<file path="src/rtl/adder_pkg.sv">
// Shared constants for the datapath adder family.
package adder_pkg;
    localparam int ADDER_WIDTH_DEFAULT = 64;
endpackage

</file>
<file path="src/rtl/full_adder_1bit.sv">
// One ripple-carry cell: sum and carry for a single bit position.
module full_adder_1bit (
    input  logic a,
    input  logic b,
    input  logic cin,
    output logic s,
    output logic cout
);
    logic p;

    assign p    = a ^ b;
    assign s    = p ^ cin;
    assign cout = (a & b) | (cin & p);
endmodule

</file>
<file path="src/rtl/full_adder_64.sv">
// Unsigned WIDTH-bit ripple adder {CarryOut, Sum} = X + Y + CarryIn, optionally registered.
module full_adder_64
    import adder_pkg::*;
#(
    parameter int WIDTH   = ADDER_WIDTH_DEFAULT,
    parameter bit OUT_REG = 1'b1
) (
    input  logic             clk,
    input  logic             rst_n,
    input  logic [WIDTH-1:0] X,
    input  logic [WIDTH-1:0] Y,
    input  logic             CarryIn,
    output logic [WIDTH-1:0] Sum,
    output logic             CarryOut
);
    logic [WIDTH:0]   c;
    logic [WIDTH-1:0] sum_d;

    assign c[0] = CarryIn;

    for (genvar i = 0; i < WIDTH; i++) begin : g_cell
        full_adder_1bit u_fa (
            .a   (X[i]),
            .b   (Y[i]),
            .cin (c[i]),
            .s   (sum_d[i]),
            .cout(c[i+1])
        );
    end

    if (OUT_REG) begin : g_reg
        logic [WIDTH-1:0] sum_q;
        logic             cout_q;

        // Reset clears the outputs at once and drops whatever result was in flight.
        always_ff @(posedge clk or negedge rst_n) begin
            if (!rst_n) begin
                sum_q  <= '0;
                cout_q <= 1'b0;
            end else begin
                sum_q  <= sum_d;
                cout_q <= c[WIDTH];
            end
        end

        assign Sum      = sum_q;
        assign CarryOut = cout_q;
    end else begin : g_comb
        assign Sum      = sum_d;
        assign CarryOut = c[WIDTH];
    end
endmodule

</file>
<file path="config.mk">
export PLATFORM = sky130hd
export DESIGN_NAME = full_adder_64
export DESIGN_NICKNAME = d
export VERILOG_FILES = /design/src/rtl/adder_pkg.sv /design/src/rtl/full_adder_1bit.sv /design/src/rtl/full_adder_64.sv
export SDC_FILE = /design/constraint.sdc
export NUM_CORES = 1
export LEC_CHECK = 0
export ABC_AREA = 1
export BUFFER_PORTS_ARGS = -buffer_cell sky130_fd_sc_hd__buf_2
export CORE_MARGIN = 3
export CORE_UTILIZATION = 30
export CTS_CLUSTER_DIAMETER = 60
export DETAILED_ROUTE_END_ITERATION = 6
export GPL_ROUTABILITY_DRIVEN = 0
export PLACE_DENSITY = 0.69
export SLEW_MARGIN = 10
export SYNTH_ARGS = -nofsm -noshare
export SYNTH_HDL_FRONTEND = slang
export SYNTH_HIERARCHICAL = 1
export SYNTH_SLANG_ARGS = --single-unit
</file>
<file path="constraint.sdc">
create_clock -name clk -period 0.8 [get_ports clk]
set_input_delay 0.16 -clock clk [delete_from_list [all_inputs] [get_ports clk]]
set_output_delay 0.16 -clock clk [all_outputs]
set_load 0.005 [all_outputs]
</file>
Word level (Yosys, flattened, before mapping)
Cells that the tools add are included.
{"block": "word_totals", "reg_bits": 65, "output_inout_bits": 65, "word_cells": 322}
{"block": "classes", "n_bitwise": 320}
{"operator": "$and A1 B1 Y1", "n": 128}
{"operator": "$xor A1 B1 Y1", "n": 128}
{"operator": "$or A1 B1 Y1", "n": 64}

Depth between registers and ports, before layout
Gate-level depths: netlist (run 1).
{"block": "depth", "depth_word": 129, "depth_mapped": 64, "depth_no_buf": 64}

Modules after synthesis
Netlist (run 1), hierarchy kept.
{"mod": "full_adder_64", "n_inst": 1, "cells_each": 65, "area_each_um2": 1626.6, "seq_area_each_um2": 1626.6}
{"mod": "full_adder_1bit", "n_inst": 64, "cells_each": 1, "area_each_um2": 20.0, "seq_area_each_um2": 0.0}

Least setup slack after synthesis (run 1)
No wires, ideal clock.
{"block": "synth_timing", "kind": "input -> register", "startpoint": "in X[0]", "endpoint": "reg g_reg.sum_q[63] (netlist: Sum[63])", "setup_time_ns": 0.136, "t_arrival_ns": 24.540, "required_ns": 0.664, "slack_ns": -23.876, "stages": 64, "path_buffers": 0, "path_cell_list": "fa_1 -> fa_1 -> fa_1 -> fa_1 -> fa_1 -> fa_1 -> fa_1 -> fa_1 -> fa_1 -> fa_1 -> fa_1 -> fa_1 -> fa_1 -> fa_1 -> fa_1 -> fa_1 -> fa_1 -> fa_1 -> [... 28 more ...] -> fa_1 -> fa_1 -> fa_1 -> fa_1 -> fa_1 -> fa_1 -> fa_1 -> fa_1 -> fa_1 -> fa_1 -> fa_1 -> fa_1 -> fa_1 -> fa_1 -> fa_1 -> fa_1 -> fa_1 -> fa_1"}
{"block": "synth_between", "elab_chain_cells": 128}
{"item": "from (decl)", "line_no": "full_adder_64.sv:10", "rtl": "input logic [WIDTH-1:0] X,"}
{"item": "$xor A1 B1 Y1", "line_no": "full_adder_1bit.sv:11", "rtl": "assign p = a ^ b;"}
{"item": "$and A1 B1 Y1", "line_no": "full_adder_1bit.sv:13", "rtl": "assign cout = (a & b) | (cin & p);"}
{"item": "$or A1 B1 Y1 (*)", "line_no": "full_adder_1bit.sv:13"}
{"item": "$and A1 B1 Y1 (*)", "line_no": "full_adder_1bit.sv:13"}
{"item": "$or A1 B1 Y1 (*)", "line_no": "full_adder_1bit.sv:13"}
{"item": "net c[2]", "line_no": "full_adder_64.sv:16", "rtl": "logic [WIDTH:0] c;"}
{"item": "$and A1 B1 Y1 (*)", "line_no": "full_adder_1bit.sv:13"}
{"item": "$or A1 B1 Y1 (*)", "line_no": "full_adder_1bit.sv:13"}
{"item": "net c[3]", "line_no": "full_adder_64.sv:16"}
{"item": "[... 2 more ...]"}
{"item": "net c[4]", "line_no": "full_adder_64.sv:16"}
{"item": "[... 2 more ...]"}
{"item": "net c[5]", "line_no": "full_adder_64.sv:16"}
{"item": "[... 2 more ...]"}
{"item": "net c[6]", "line_no": "full_adder_64.sv:16"}
{"item": "[... 2 more ...]"}
{"item": "net c[7]", "line_no": "full_adder_64.sv:16"}
{"item": "[... 2 more ...]"}
{"item": "net c[8]", "line_no": "full_adder_64.sv:16"}
{"item": "[... 2 more ...]"}
{"item": "net c[9]", "line_no": "full_adder_64.sv:16"}
{"item": "[... 2 more ...]"}
{"item": "net c[10]", "line_no": "full_adder_64.sv:16"}
{"item": "[... 2 more ...]"}
{"item": "net c[11]", "line_no": "full_adder_64.sv:16"}
{"item": "[... 2 more ...]"}
{"item": "net c[12]", "line_no": "full_adder_64.sv:16"}
{"item": "[... 2 more ...]"}
{"item": "net c[13]", "line_no": "full_adder_64.sv:16"}
{"item": "[... 2 more ...]"}
{"item": "net c[14]", "line_no": "full_adder_64.sv:16"}
{"item": "[... 2 more ...]"}
{"item": "net c[15]", "line_no": "full_adder_64.sv:16"}
{"item": "[... 2 more ...]"}
{"item": "net c[16]", "line_no": "full_adder_64.sv:16"}
{"item": "[... 2 more ...]"}
{"item": "net c[17]", "line_no": "full_adder_64.sv:16"}
{"item": "[... 2 more ...]"}
{"item": "net c[18]", "line_no": "full_adder_64.sv:16"}
{"item": "[... 2 more ...]"}
{"item": "net c[19]", "line_no": "full_adder_64.sv:16"}
{"item": "[... 2 more ...]"}
{"item": "net c[20]", "line_no": "full_adder_64.sv:16"}
{"item": "[... 2 more ...]"}
{"item": "net c[21]", "line_no": "full_adder_64.sv:16"}
{"item": "[... 2 more ...]"}
{"item": "net c[22]", "line_no": "full_adder_64.sv:16"}
{"item": "[... 2 more ...]"}
{"item": "net c[23]", "line_no": "full_adder_64.sv:16"}
{"item": "[... 2 more ...]"}
{"item": "net c[24]", "line_no": "full_adder_64.sv:16"}
{"item": "[... 2 more ...]"}
{"item": "net c[25]", "line_no": "full_adder_64.sv:16"}
{"item": "[... 2 more ...]"}
{"item": "net c[26]", "line_no": "full_adder_64.sv:16"}
{"item": "[... 2 more ...]"}
{"item": "net c[27]", "line_no": "full_adder_64.sv:16"}
{"item": "[... 2 more ...]"}
{"item": "net c[28]", "line_no": "full_adder_64.sv:16"}
{"item": "[... 2 more ...]"}
{"item": "net c[29]", "line_no": "full_adder_64.sv:16"}
{"item": "[... 2 more ...]"}
{"item": "net c[30]", "line_no": "full_adder_64.sv:16"}
{"item": "[... 2 more ...]"}
{"item": "net c[31]", "line_no": "full_adder_64.sv:16"}
{"item": "[... 2 more ...]"}
{"item": "net c[32]", "line_no": "full_adder_64.sv:16"}
{"item": "[... 2 more ...]"}
{"item": "net c[33]", "line_no": "full_adder_64.sv:16"}
{"item": "[... 2 more ...]"}
{"item": "net c[34]", "line_no": "full_adder_64.sv:16"}
{"item": "[... 2 more ...]"}
{"item": "net c[35]", "line_no": "full_adder_64.sv:16"}
{"item": "[... 2 more ...]"}
{"item": "net c[36]", "line_no": "full_adder_64.sv:16"}
{"item": "[... 2 more ...]"}
{"item": "net c[37]", "line_no": "full_adder_64.sv:16"}
{"item": "[... 2 more ...]"}
{"item": "net c[38]", "line_no": "full_adder_64.sv:16"}
{"item": "[... 2 more ...]"}
{"item": "net c[39]", "line_no": "full_adder_64.sv:16"}
{"item": "[... 2 more ...]"}
{"item": "net c[40]", "line_no": "full_adder_64.sv:16"}
{"item": "[... 2 more ...]"}
{"item": "net c[41]", "line_no": "full_adder_64.sv:16"}
{"item": "[... 2 more ...]"}
{"item": "net c[42]", "line_no": "full_adder_64.sv:16"}
{"item": "[... 2 more ...]"}
{"item": "net c[43]", "line_no": "full_adder_64.sv:16"}
{"item": "[... 2 more ...]"}
{"item": "net c[44]", "line_no": "full_adder_64.sv:16"}
{"item": "[... 2 more ...]"}
{"item": "net c[45]", "line_no": "full_adder_64.sv:16"}
{"item": "[... 2 more ...]"}
{"item": "net c[46]", "line_no": "full_adder_64.sv:16"}
{"item": "[... 2 more ...]"}
{"item": "net c[47]", "line_no": "full_adder_64.sv:16"}
{"item": "[... 2 more ...]"}
{"item": "net c[48]", "line_no": "full_adder_64.sv:16"}
{"item": "[... 2 more ...]"}
{"item": "net c[49]", "line_no": "full_adder_64.sv:16"}
{"item": "[... 2 more ...]"}
{"item": "net c[50]", "line_no": "full_adder_64.sv:16"}
{"item": "[... 2 more ...]"}
{"item": "net c[51]", "line_no": "full_adder_64.sv:16"}
{"item": "[... 2 more ...]"}
{"item": "net c[52]", "line_no": "full_adder_64.sv:16"}
{"item": "[... 2 more ...]"}
{"item": "net c[53]", "line_no": "full_adder_64.sv:16"}
{"item": "[... 2 more ...]"}
{"item": "net c[54]", "line_no": "full_adder_64.sv:16"}
{"item": "[... 2 more ...]"}
{"item": "net c[55]", "line_no": "full_adder_64.sv:16"}
{"item": "[... 2 more ...]"}
{"item": "net c[56]", "line_no": "full_adder_64.sv:16"}
{"item": "[... 2 more ...]"}
{"item": "net c[57]", "line_no": "full_adder_64.sv:16"}
{"item": "[... 2 more ...]"}
{"item": "net c[58]", "line_no": "full_adder_64.sv:16"}
{"item": "[... 2 more ...]"}
{"item": "net c[59]", "line_no": "full_adder_64.sv:16"}
{"item": "[... 2 more ...]"}
{"item": "net c[60]", "line_no": "full_adder_64.sv:16"}
{"item": "[... 2 more ...]"}
{"item": "net c[61]", "line_no": "full_adder_64.sv:16"}
{"item": "$and A1 B1 Y1 (*)", "line_no": "full_adder_1bit.sv:13"}
{"item": "$or A1 B1 Y1 (*)", "line_no": "full_adder_1bit.sv:13"}
{"item": "net c[62]", "line_no": "full_adder_64.sv:16"}
{"item": "$and A1 B1 Y1 (*)", "line_no": "full_adder_1bit.sv:13"}
{"item": "$or A1 B1 Y1 (*)", "line_no": "full_adder_1bit.sv:13"}
{"item": "net c[63]", "line_no": "full_adder_64.sv:16"}
{"item": "$xor A1 B1 Y1 (*)", "line_no": "full_adder_1bit.sv:12", "rtl": "assign s = p ^ cin;"}
{"item": "net sum_d[63]", "line_no": "full_adder_64.sv:17", "rtl": "logic [WIDTH-1:0] sum_d;"}
{"item": "to (signal assigned)", "line_no": "full_adder_64.sv:41", "rtl": "sum_q <= sum_d;"}
{"item": "to (decl)", "line_no": "full_adder_64.sv:32", "rtl": "logic [WIDTH-1:0] sum_q;"}
The timed path passes the listed nets; every way through them passes the cells marked *.

Final worst setup path (run 1)
{"block": "layout_timing", "startpoint": "in X[0]", "endpoint": "reg g_reg.sum_q[63] (netlist: Sum[63])"}
{"block": "layout_between", "elab_chain_cells": 128}
{"item": "$xor A1 B1 Y1", "line_no": "full_adder_1bit.sv:11"}
{"item": "$and A1 B1 Y1", "line_no": "full_adder_1bit.sv:13"}
{"item": "$or A1 B1 Y1 (*)", "line_no": "full_adder_1bit.sv:13"}
{"item": "net c[1]", "line_no": "full_adder_64.sv:16"}
{"item": "$and A1 B1 Y1 (*)", "line_no": "full_adder_1bit.sv:13"}
{"item": "$or A1 B1 Y1 (*)", "line_no": "full_adder_1bit.sv:13"}
{"item": "net c[2]", "line_no": "full_adder_64.sv:16"}
{"item": "$and A1 B1 Y1 (*)", "line_no": "full_adder_1bit.sv:13"}
{"item": "[... 1 more ...]"}
{"item": "net c[3]", "line_no": "full_adder_64.sv:16"}
{"item": "[... 2 more ...]"}
{"item": "net c[4]", "line_no": "full_adder_64.sv:16"}
{"item": "[... 2 more ...]"}
{"item": "net c[5]", "line_no": "full_adder_64.sv:16"}
{"item": "[... 2 more ...]"}
{"item": "net c[6]", "line_no": "full_adder_64.sv:16"}
{"item": "[... 2 more ...]"}
{"item": "net c[7]", "line_no": "full_adder_64.sv:16"}
{"item": "[... 2 more ...]"}
{"item": "net c[8]", "line_no": "full_adder_64.sv:16"}
{"item": "[... 2 more ...]"}
{"item": "net c[9]", "line_no": "full_adder_64.sv:16"}
{"item": "[... 2 more ...]"}
{"item": "net c[10]", "line_no": "full_adder_64.sv:16"}
{"item": "[... 2 more ...]"}
{"item": "net c[11]", "line_no": "full_adder_64.sv:16"}
{"item": "[... 2 more ...]"}
{"item": "net c[12]", "line_no": "full_adder_64.sv:16"}
{"item": "[... 2 more ...]"}
{"item": "net c[13]", "line_no": "full_adder_64.sv:16"}
{"item": "[... 2 more ...]"}
{"item": "net c[14]", "line_no": "full_adder_64.sv:16"}
{"item": "[... 2 more ...]"}
{"item": "net c[15]", "line_no": "full_adder_64.sv:16"}
{"item": "[... 2 more ...]"}
{"item": "net c[16]", "line_no": "full_adder_64.sv:16"}
{"item": "[... 2 more ...]"}
{"item": "net c[17]", "line_no": "full_adder_64.sv:16"}
{"item": "[... 2 more ...]"}
{"item": "net c[18]", "line_no": "full_adder_64.sv:16"}
{"item": "[... 2 more ...]"}
{"item": "net c[19]", "line_no": "full_adder_64.sv:16"}
{"item": "[... 2 more ...]"}
{"item": "net c[20]", "line_no": "full_adder_64.sv:16"}
{"item": "[... 2 more ...]"}
{"item": "net c[21]", "line_no": "full_adder_64.sv:16"}
{"item": "[... 2 more ...]"}
{"item": "net c[22]", "line_no": "full_adder_64.sv:16"}
{"item": "[... 2 more ...]"}
{"item": "net c[23]", "line_no": "full_adder_64.sv:16"}
{"item": "[... 2 more ...]"}
{"item": "net c[24]", "line_no": "full_adder_64.sv:16"}
{"item": "[... 2 more ...]"}
{"item": "net c[25]", "line_no": "full_adder_64.sv:16"}
{"item": "[... 2 more ...]"}
{"item": "net c[26]", "line_no": "full_adder_64.sv:16"}
{"item": "[... 2 more ...]"}
{"item": "net c[27]", "line_no": "full_adder_64.sv:16"}
{"item": "[... 2 more ...]"}
{"item": "net c[28]", "line_no": "full_adder_64.sv:16"}
{"item": "[... 2 more ...]"}
{"item": "net c[29]", "line_no": "full_adder_64.sv:16"}
{"item": "[... 2 more ...]"}
{"item": "net c[30]", "line_no": "full_adder_64.sv:16"}
{"item": "[... 2 more ...]"}
{"item": "net c[31]", "line_no": "full_adder_64.sv:16"}
{"item": "[... 2 more ...]"}
{"item": "net c[32]", "line_no": "full_adder_64.sv:16"}
{"item": "[... 2 more ...]"}
{"item": "net c[33]", "line_no": "full_adder_64.sv:16"}
{"item": "[... 2 more ...]"}
{"item": "net c[34]", "line_no": "full_adder_64.sv:16"}
{"item": "[... 2 more ...]"}
{"item": "net c[35]", "line_no": "full_adder_64.sv:16"}
{"item": "[... 2 more ...]"}
{"item": "net c[36]", "line_no": "full_adder_64.sv:16"}
{"item": "[... 2 more ...]"}
{"item": "net c[37]", "line_no": "full_adder_64.sv:16"}
{"item": "[... 2 more ...]"}
{"item": "net c[38]", "line_no": "full_adder_64.sv:16"}
{"item": "[... 2 more ...]"}
{"item": "net c[39]", "line_no": "full_adder_64.sv:16"}
{"item": "[... 2 more ...]"}
{"item": "net c[40]", "line_no": "full_adder_64.sv:16"}
{"item": "[... 2 more ...]"}
{"item": "net c[41]", "line_no": "full_adder_64.sv:16"}
{"item": "[... 2 more ...]"}
{"item": "net c[42]", "line_no": "full_adder_64.sv:16"}
{"item": "[... 2 more ...]"}
{"item": "net c[43]", "line_no": "full_adder_64.sv:16"}
{"item": "[... 2 more ...]"}
{"item": "net c[44]", "line_no": "full_adder_64.sv:16"}
{"item": "[... 2 more ...]"}
{"item": "net c[45]", "line_no": "full_adder_64.sv:16"}
{"item": "[... 2 more ...]"}
{"item": "net c[46]", "line_no": "full_adder_64.sv:16"}
{"item": "[... 2 more ...]"}
{"item": "net c[47]", "line_no": "full_adder_64.sv:16"}
{"item": "[... 2 more ...]"}
{"item": "net c[48]", "line_no": "full_adder_64.sv:16"}
{"item": "[... 2 more ...]"}
{"item": "net c[49]", "line_no": "full_adder_64.sv:16"}
{"item": "[... 2 more ...]"}
{"item": "net c[50]", "line_no": "full_adder_64.sv:16"}
{"item": "[... 2 more ...]"}
{"item": "net c[51]", "line_no": "full_adder_64.sv:16"}
{"item": "[... 2 more ...]"}
{"item": "net c[52]", "line_no": "full_adder_64.sv:16"}
{"item": "[... 2 more ...]"}
{"item": "net c[53]", "line_no": "full_adder_64.sv:16"}
{"item": "[... 2 more ...]"}
{"item": "net c[54]", "line_no": "full_adder_64.sv:16"}
{"item": "[... 2 more ...]"}
{"item": "net c[55]", "line_no": "full_adder_64.sv:16"}
{"item": "[... 2 more ...]"}
{"item": "net c[56]", "line_no": "full_adder_64.sv:16"}
{"item": "[... 2 more ...]"}
{"item": "net c[57]", "line_no": "full_adder_64.sv:16"}
{"item": "[... 2 more ...]"}
{"item": "net c[58]", "line_no": "full_adder_64.sv:16"}
{"item": "[... 2 more ...]"}
{"item": "net c[59]", "line_no": "full_adder_64.sv:16"}
{"item": "[... 2 more ...]"}
{"item": "net c[60]", "line_no": "full_adder_64.sv:16"}
{"item": "[... 2 more ...]"}
{"item": "net c[61]", "line_no": "full_adder_64.sv:16"}
{"item": "$and A1 B1 Y1 (*)", "line_no": "full_adder_1bit.sv:13"}
{"item": "$or A1 B1 Y1 (*)", "line_no": "full_adder_1bit.sv:13"}
{"item": "net c[62]", "line_no": "full_adder_64.sv:16"}
{"item": "$and A1 B1 Y1 (*)", "line_no": "full_adder_1bit.sv:13"}
{"item": "$or A1 B1 Y1 (*)", "line_no": "full_adder_1bit.sv:13"}
{"item": "net c[63]", "line_no": "full_adder_64.sv:16"}
{"item": "$xor A1 B1 Y1 (*)", "line_no": "full_adder_1bit.sv:12"}
{"item": "net sum_d[63]", "line_no": "full_adder_64.sv:17"}
Marks and branches as above.

==> metrics.md, run 1 <==
| Metric | Value |
|---|---|
| Status | `complete, but fails checks` |
| Failing checks | `setup timing` |
| Non-filler cells, final | `471` |
| Final Hold Fails | `0` |
| Max FO, Critical Path | `1` |
| Total number of yosys warnings | `6` |
| Crit. End Element | `register` |
| Setup Buffers After CTS | `0` |
| Syn_nets | `324` |
| Largest net degree at the start of global routing | `66` |
| DRC viols | `0` |
| Sw frac | `27.7%` |
| H-tree depth | `3` |
| Max Cap Viol | `0` |
| Final #Nets | `532` |
| Dpl cell area | `0.00422 mm²` |
| Vias per std cell | `4.01` |
| Die X | `104 µm` |
| Total track usage | `13.9%` |
| Most frequent cells in the layout | `buf_2 (193), dfrtp_1 (65), fa_2 (63), clkbuf_8 (11), clkinvlp_4 (3)` |
| Mean post-synth cell area | `22.5 µm²` |
| Combinational power share | `24.2%` |
| Vias in the first global route | `2385` |
| Path type of the worst setup path | `in2reg` |
| Share of layout cells above drive strength 1 | `80.1%` |
| Num CTS Buffers | `9` |
| DP Cell Count | `454` |
| Final worst path period share | `2820%` |
| Synthesized area | `0.00291 mm²` |
| Hold Crit Class | `in2reg` |
| TritonRoute pass-1 iters | `4` |
| Clock share of power | `29.0%` |
| Core Area | `0.00933 mm²` |
| Peak VDD IR | `0.679 mV` |
| Starting Density | `31.2%` |
| Seq/Total Area, Yosys | `55.9%` |
| Clk sinks | `65` |
| FMAX | `44.4 MHz` |
| Total detailed-routing wirelength | `7180 µm` |
| DR WL/cell | `15.3 µm` |
| Initial drt markers | `39` |
| Sequential power share | `46.7%` |
| Num rows | `35` |
| Psw | `2.42 mW` |
| Fin. max-slew vios | `0` |
| CP dominant cell by count | `fa_2` |
| Commonest non-fill, non-tap cell in the layout | `buf_2` |
| Clk root buf | `clkbuf_8` |
| GRT overflow | `0` |
| Leak pwr | `2.04 nW` |
| Seq cells post-synth | `65` |
| Critical Path AT | `22.76 ns` |
| Final Power | `8.76 mW` |
| Clk slew on worst S/H paths | `0.07 ns` |
| CP startpoint kind | `input pin` |
| Slew HR | `76.5%` |
| Final antenna-violating net count | `0` |
| Least-Margin Pin Slew | `0.352 ns` |
| Area delta synth->final | `52.3%` |
| CP max-delay cell | `fa_1` |
| Clock tree buffer depth | `2` |
| Unrepaired setup endpoints after global routing | `yes` |
| Final setup viols | `129` |
| Post-DP HPWL | `6180 µm` |
| Worst setup margin | `-21.75 ns` |
| Worst path max stage delay | `0.44 ns` |
| Initial antenna violation count | `0` |
| Int Pwr | `6.34 mW` |
| I/O Buffers | `195` |
| Ports | `196` |
| Pwr/cell area | `1980 mW/mm²` |
| Antenna cells | `0` |
| Via Count | `1888` |
| CP required | `1.01 ns` |
| Die height | `104 µm` |
| Post-route minimum period | `22.55 ns` |
| Utilization after layout | `47.5%` |
| CTS tree | `yes` |
| Post-synthesis cell type count | `2` |
| First-pass GRT wire length | `11400 µm` |
| Post-Layout Inst Area | `0.00443 mm²` |
| Synthesized instance count | `129` |
| Die area | `0.0109 mm²` |
-- critical path, delay by kind of cell --
family	cells	cell delay (ns)
adders and majority gates	64	22.45
buffers and inverters	1	0.09
-- power by group through the flow --
stage / Sequential [mW] / Combinational (mW) / Clock (mW)
finish: 4.09 / 2.12 / 2.54
global route: 4.16 / 2.44 / 2.82
CTS: 4.10 / 2.20 / 2.68
detailed placement: 4.16 / 2.20 / 0
global placement: 4.14 / 2.08 / 0
floorplan: 4.27 / 0.563 / 0
-- layer usage --
metal	share of wire [%]	GRT usage (%)	vias to the layer above
met1	30	13.4	970
met2	58	25.3	101
met3	9.7	6.46	11
met4	2.6	5.98	0
li1	-	-	806
met5	0	0	-
-- worst paths after layout --
check                      startpoint  depth (start not counted)  endpoint
max                              X[0]                         65   Sum[63]
min                             Y[63]                          2   Sum[63]
max in group asynchronous       rst_n                          3   Sum[18]
min in group asynchronous       rst_n                          3   Sum[27]
-- cell type report --
type                    count  area [µm²]
clock inverters             4        27.5
clock buffers              12         155
fillers                   830        4900
flip-flops and latches     65        1630
well taps                 129         161
repair buffers            197        1020
multi-input cells          64        1440
-- what timing repair did --
| item | 4_1_cts | 5_1_grt |
|---|---|---|
| gates resized for setup | 1 | 1 |
| hold buffers | 1 | 0 |
| endpoints found under the setup margin | 129 | 129 |
| endpoints found under the hold margin | 65 | 0 |
-- flip-flops by register name (all words and copies together) (netlist names) --
register / flops
Sum: 64
CarryOut: 1
-- cell usage after synthesis, drive strengths merged --
library cell | instances | area share, %
dfrtp | 65 | 56
fa | 64 | 44
-- through the flow --
stage	hold slack [ns]	setup WS, ns	setup TNS [ns]
2_1_floorplan	-0.136	-21.36	-705.53
3_3_place_gp	0.201	-21.88	-726.48
3_5_place_dp	0.202	-22.22	-738.53
4_1_cts	0.0840	-21.82	-726.38
5_1_grt	0.0900	-22.23	-740.07
6_report	0.102	-21.75	-721.96
-- cell families after synthesis --
kind of cell / synth area share (%)
adder cells (fa/ha/maj): 44.1
flip-flops: 55.9
(Power assumes the default switching activity.)
==> run 2, diff against run 1 <==
--- a/config.mk
+++ b/config.mk
@@ -5,14 +5,14 @@
 export SDC_FILE = /design/constraint.sdc
 export NUM_CORES = 1
 export LEC_CHECK = 0
-export ABC_AREA = 1
 export BUFFER_PORTS_ARGS = -buffer_cell sky130_fd_sc_hd__buf_2
 export CORE_MARGIN = 3
 export CORE_UTILIZATION = 30
 export CTS_CLUSTER_DIAMETER = 60
+export CTS_CLUSTER_SIZE = 12
 export DETAILED_ROUTE_END_ITERATION = 6
 export GPL_ROUTABILITY_DRIVEN = 0
-export PLACE_DENSITY = 0.69
+export PLACE_DENSITY_LB_ADDON = 0.3
 export SLEW_MARGIN = 10
 export SYNTH_ARGS = -nofsm -noshare
 export SYNTH_HDL_FRONTEND = slang
==> run 2 against run 1 <==
  * Combinational power increased by 2%
  * The run still ends with setup timing left
  * Largest power group unchanged
  * Global-route usage grew 0.15 points
  * Total power is 7.6% higher
  * Utilization increased by 0.71 points
==> metrics.md, run 2 (synthesis results as in run 1) <==
| Metric | Value |
|---|---|
| Status | `complete, but fails checks` |
| Failing checks | `setup timing` |
| Largest net degree at the start of global routing | `36 (-45%)` |
| Post-Layout Inst Area | `0.00449 mm² (+1.5%)` |
| Unrepaired setup endpoints after global routing | `yes` |
| Least-Margin Pin Slew | `0.198 ns (-0.155 ns)` |
| Largest register FFs | `64 (unchanged)` |
| Vias in the first global route | `2300 (-3.6%)` |
| Layout fillers | `832 (+0.24%)` |
| Leak pwr | `2.08 nW (+2.0%)` |
| Share of layout cells above drive strength 1 | `80.1% (unchanged)` |
| CTS tree | `yes` |
| Hold Crit Class | `in2reg` |
| Via Count | `1904 (+0.85%)` |
| Clock tree buffer depth | `2 (unchanged)` |
| Path type of the worst setup path | `in2reg` |
| Peak VDD IR | `0.872 mV (+28%)` |
| Worst path bufs/invs | `1 (unchanged)` |
| Family with the most delay on the worst path | `adder cells` |
| Total detailed-routing wirelength | `7160 µm (-0.29%)` |
| Core Area | `0.00933 mm² (unchanged)` |
| FMAX | `44.5 MHz (+0.34%)` |
| Initial antenna violation count | `0 (unchanged)` |
| Final antenna-violating net count | `0 (unchanged)` |
| Total track usage | `14.1% (+0.15 points)` |
| CP max-delay cell | `fa_1` |
| First-pass GRT wire length | `11500 µm (+0.97%)` |
| Die height | `104 µm (unchanged)` |
| CP dominant cell by count | `fa_2` |
| Worst setup margin | `-21.67 ns (+0.0764 ns)` |
| Vias per std cell | `4.04 (+0.85%)` |
| CP startpoint kind | `input pin` |
| Initial drt markers | `55 (+41%)` |
| TritonRoute pass-1 iters | `4 (unchanged)` |
| Final setup viols | `129 (unchanged)` |
| Starting Density | `31.2% (unchanged)` |
| CP required | `1.01 ns (about the same)` |
| Max FO, Critical Path | `1 (unchanged)` |
| Slew HR | `86.8% (+10 points)` |
| Num CTS Buffers | `9 (unchanged)` |
| Pwr/cell area | `2100 mW/mm² (+6.0%)` |
| Commonest non-fill, non-tap cell in the layout | `buf_2` |
| Area delta synth->final | `54.6%` |
| Critical Path AT | `22.68 ns (-0.08 ns)` |
| Utilization after layout | `48.2% (+0.71 points)` |
| Dpl cell area | `0.00424 mm² (+0.47%)` |
| Post-DP HPWL | `6210 µm (+0.46%)` |
| Post-route minimum period | `22.47 ns (-0.0764 ns)` |
| DRC viols | `0 (unchanged)` |
| Clk sinks | `65 (unchanged)` |
| Num rows | `35 (unchanged)` |
| GRT overflow | `0 (unchanged)` |
| Crit. End Element | `register` |
| Final #Nets | `533 (+0.19%)` |
| Final Hold Fails | `0 (unchanged)` |
| Clk root buf | `clkbuf_8` |
| Die area | `0.0109 mm² (unchanged)` |
| Final Power | `9.42 mW (+7.6%)` |
| H-tree depth | `3 (unchanged)` |
| Ports | `196 (unchanged)` |
| Final worst path period share | `2810% (-9.6 points)` |
| DR WL/cell | `15.2 µm (-0.29%)` |
| Worst path max stage delay | `0.44 ns (about the same)` |
| Clk slew on worst S/H paths | `0.07 ns (about the same)` |
| I/O Buffers | `195 (unchanged)` |
| Antenna cells | `0 (unchanged)` |
| Fin. max-slew vios | `0 (unchanged)` |
| Most frequent cells in the layout | `buf_2 (193), dfrtp_1 (65), fa_2 (63), clkbuf_8 (12)` |
| Max Cap Viol | `0 (unchanged)` |
| Die X | `104 µm (unchanged)` |
## run 2: timing repair
action | 4_1_cts | 5_1_grt
resized for setup | 2 | 0
setup endpoints to repair | 129 | 129
hold buffers | 1 | 0
setup buffers | 0 | 0
hold endpoints to repair | 65 | 0
## run 2: through the flow
step / worst slack, ns / hold WS (ns) / setup TNS, ns / std cells
floorplan: -21.36 / -0.136 / -705.53 / 129
global placement: -21.90 / 0.00435 / -728.02 / 455
detailed placement: -22.12 / 0.00632 / -734.25 / 455
CTS: -21.72 / 0.0962 / -721.99 / 471
finish: -21.67 / 0.113 / -719.07 / 471
global route: -22.16 / 0.112 / -737.92 / 471
## run 2: area by class of cell
class | count | area (µm²) | share of cell area, %
multi-input combinational | 64 | 1440 | 32.0
clock inverter | 2 | 60.1 | 1.34
sequential | 65 | 1630 | 36.2
tap | 129 | 161 | 3.59
clock buffer | 13 | 169 | 3.76
timing repair buffer | 198 | 1040 | 23.1
## run 2: where the power goes
group | switching, mW | total (mW) | internal, mW | leakage, nW
sequential | 0.164 | 4.10 | 3.93 | 0.757
combinational | 1.02 | 2.16 | 1.14 | 1.21
clock | 1.17 | 3.17 | 2.00 | 0.116
total | 2.36 | 9.42 | 7.07 | 2.08
## run 2: metal layers
layer,vias up,wire length [µm],global-route usage [%]
li1,807,-,-
met4,0,84,4.84
met3,7,1130,8.13
met5,-,0,0
met1,940,2520,16.3
met2,150,3420,21.9
## run 2: worst paths after layout
check | start | end | slack (ns) | cells past startpoint
worst min-delay path | Y[63] | Sum[63] | 0.11 | 2
worst max-delay path | X[0] | Sum[63] | -21.67 | 65
max in group asynchronous | rst_n | Sum[28] | 0.19 | 3
min in group asynchronous | rst_n | Sum[15] | 0.19 | 2
==> run 3, diff against run 2 <==
--- a/config.mk
+++ b/config.mk
@@ -6,6 +6,8 @@
 export NUM_CORES = 1
 export LEC_CHECK = 0
 export BUFFER_PORTS_ARGS = -buffer_cell sky130_fd_sc_hd__buf_2
+export CAP_MARGIN = 0
+export CORE_ASPECT_RATIO = 0.9
 export CORE_MARGIN = 3
 export CORE_UTILIZATION = 30
 export CTS_CLUSTER_DIAMETER = 60
==> run 3 against run 2 <==
  * The flow still finishes with violations (setup timing)
  * Die area is essentially flat
  * Worst hold slack better by 0.0035 ns
  * Setup slack worse by 0.023 ns
  * Clock power decreased by 13%
  * First-iteration DRC count shrank 45%
  * Critical endpoint unchanged
==> metrics.md, run 3 (synthesis results as in run 1) <==
| Metric | Value |
|---|---|
| Worst setup margin | `-21.69 ns (-0.0230 ns)` |
| Final Hold Fails | `0 (unchanged)` |
| FMAX | `44.5 MHz (-0.10%)` |
| Initial drt markers | `30 (-45%)` |
| Worst path max stage delay | `0.44 ns (about the same)` |
| Clk root buf | `clkbuf_8` |
| DRC viols | `0 (unchanged)` |
| Largest net degree at the start of global routing | `39 (+8.3%)` |
| Largest register FFs | `64 (unchanged)` |
| CP max-delay cell | `fa_1` |
| GRT overflow | `0 (unchanged)` |
| Peak VDD IR | `0.874 mV (+0.30%)` |
| Final setup viols | `129 (unchanged)` |
| Leak pwr | `2.06 nW (-0.87%)` |
| Most frequent cells in the layout | `buf_2 (193), dfrtp_1 (65), fa_2 (63), clkbuf_8 (11)` |
| Crit. End Element | `register` |
| Core Area | `0.00929 mm² (-0.40%)` |
| Final worst path period share | `2810% (+2.9 points)` |
| Share of layout cells above drive strength 1 | `80.1% (unchanged)` |
| Pwr/cell area | `2020 mW/mm² (-3.6%)` |
| DP Cell Count | `448 (-1.5%)` |
| Post-DP HPWL | `6020 µm (-3.1%)` |
| Ports | `196 (unchanged)` |
| Initial antenna violation count | `0 (unchanged)` |
| Unrepaired setup endpoints after global routing | `yes` |
| Non-filler cells, final | `464 (-1.5%)` |
| First-pass GRT wire length | `10800 µm (-6.7%)` |
| Slew HR | `77.0% (-9.8 points)` |
| Die area | `0.0109 mm² (about the same)` |
| Num rows | `33 (-5.7%)` |
| Die height | `99.4 µm (-4.8%)` |
| Commonest non-fill, non-tap cell in the layout | `buf_2` |
| Path type of the worst setup path | `in2reg` |
| Hold Crit Class | `in2reg` |
| Layout fillers | `840 (+0.96%)` |
| Fin. max-slew vios | `0 (unchanged)` |
| Least-Margin Pin Slew | `0.345 ns (+0.147 ns)` |
| Worst hold slack | `0.117 ns (+0.00346 ns)` |
| CTS tree | `yes` |
| Via Count | `1859 (-2.4%)` |
| CP startpoint kind | `input pin` |
| Hold path cells | `2 (unchanged)` |
| I/O Buffers | `195 (unchanged)` |
| Starting Density | `31.3% (+0.13 points)` |
| CP dominant cell by count | `fa_2` |
| Final #Nets | `533 (unchanged)` |
| Vias in the first global route | `2206 (-4.1%)` |
| Worst Hold Path EP | `CarryOut` |
| DR WL/cell | `14.8 µm (-2.9%)` |
| TritonRoute pass-1 iters | `4 (unchanged)` |
| Failing checks | `setup timing` |
| Die X | `110 µm (+5.1%)` |
| Final antenna-violating net count | `0 (unchanged)` |
| H-tree depth | `3 (unchanged)` |
| Hold path startpoint | `X[63]` |
| Setup Buffers After CTS | `0 (unchanged)` |
| Antenna cells | `0 (unchanged)` |
| Total track usage | `13.5% (-0.55 points)` |
| Area delta synth->final | `52.7%` |
| Status | `complete, but fails checks` |
| Total detailed-routing wirelength | `6850 µm (-4.4%)` |
| Num CTS Buffers | `9 (unchanged)` |
| Clock tree buffer depth | `2 (unchanged)` |
| Critical Path AT | `22.70 ns (+0.02 ns)` |
| Clk slew on worst S/H paths | `0.07 ns (about the same)` |
| Max Cap Viol | `0 (unchanged)` |
| Vias per std cell | `4.01 (-0.89%)` |
| Post-route minimum period | `22.49 ns (+0.0230 ns)` |
| CP required | `1.00 ns (about the same)` |
| Clk sinks | `65 (unchanged)` |
| Max FO, Critical Path | `1 (unchanged)` |
## run 3: changes by cell type in the layout (fill, tap and decap cells not counted), sizes merged
cell and change:
clkinv +2, bufinv -1, clkbuf -1
## run 3: stage by stage
stage          worst slack [ns]  power [mW]  TNS [ns]  util [%]  instance area, µm²
2_1_floorplan            -21.36        4.83   -705.53         -                3070
3_3_place_gp             -21.92        6.26   -727.85      45.4                4220
3_5_place_dp             -22.16        6.36   -733.49      45.4                4220
4_1_cts                  -21.78        9.24   -722.45      47.8                4440
5_1_grt                  -22.19        9.74   -738.78      47.8                4440
6_report                 -21.69        8.97   -718.98      47.8                4440
## run 3: worst max path at each step
stage | start | end | slack [ns] | depth (start not counted)
6_report | X[0] | Sum[63] | -21.69 | 65
5_1_grt | X[0] | Sum[63] | -22.19 | 65
4_1_cts | X[0] | Sum[63] | -21.78 | 65
3_5_place_dp | X[0] | Sum[63] | -22.16 | 65
3_3_place_gp | X[0] | Sum[63] | -21.92 | 65
2_1_floorplan | X[0] | Sum[63] | -21.36 | 64
## run 3: repair_timing
item | in CTS | in global routing
hold endpoints to repair | 65 | 0
resized for setup | 2 | 0
endpoints found under the setup margin | 129 | 129
hold buffers | 1 | 0
## run 3: critical path: cells and delay by family
kind | cells | cell delay (ns)
buffers and inverters | 1 | 0.09
adder cells (fa/ha/maj) | 64 | 22.44
## run 3: layout make-up
class / instances / area (µm²) / area share [%]
clock buffer: 12 / 155 / 3.49
clock inverter: 3 / 40.0 / 0.902
multi-input combinational: 64 / 1440 / 32.4
sequential: 65 / 1630 / 36.6
tap: 122 / 153 / 3.44
timing repair buffer: 198 / 1030 / 23.1
## run 3: per-layer routing
layer | global-route usage [%] | up-vias | wire length (µm)
met1 | 14.6 | 902 | 2310
met5 | 0 | - | 0
met4 | 4.22 | 0 | 106
met3 | 7.53 | 9 | 1090
met2 | 22.5 | 141 | 3340
li1 | - | 807 | -
## run 3: power by group
group	total (mW)	leakage (nW)	internal, mW	switching, mW
Combinational	2.13	1.21	1.12	1.00
Clock	2.76	0.102	1.58	1.17
Sequential	4.09	0.757	3.93	0.153
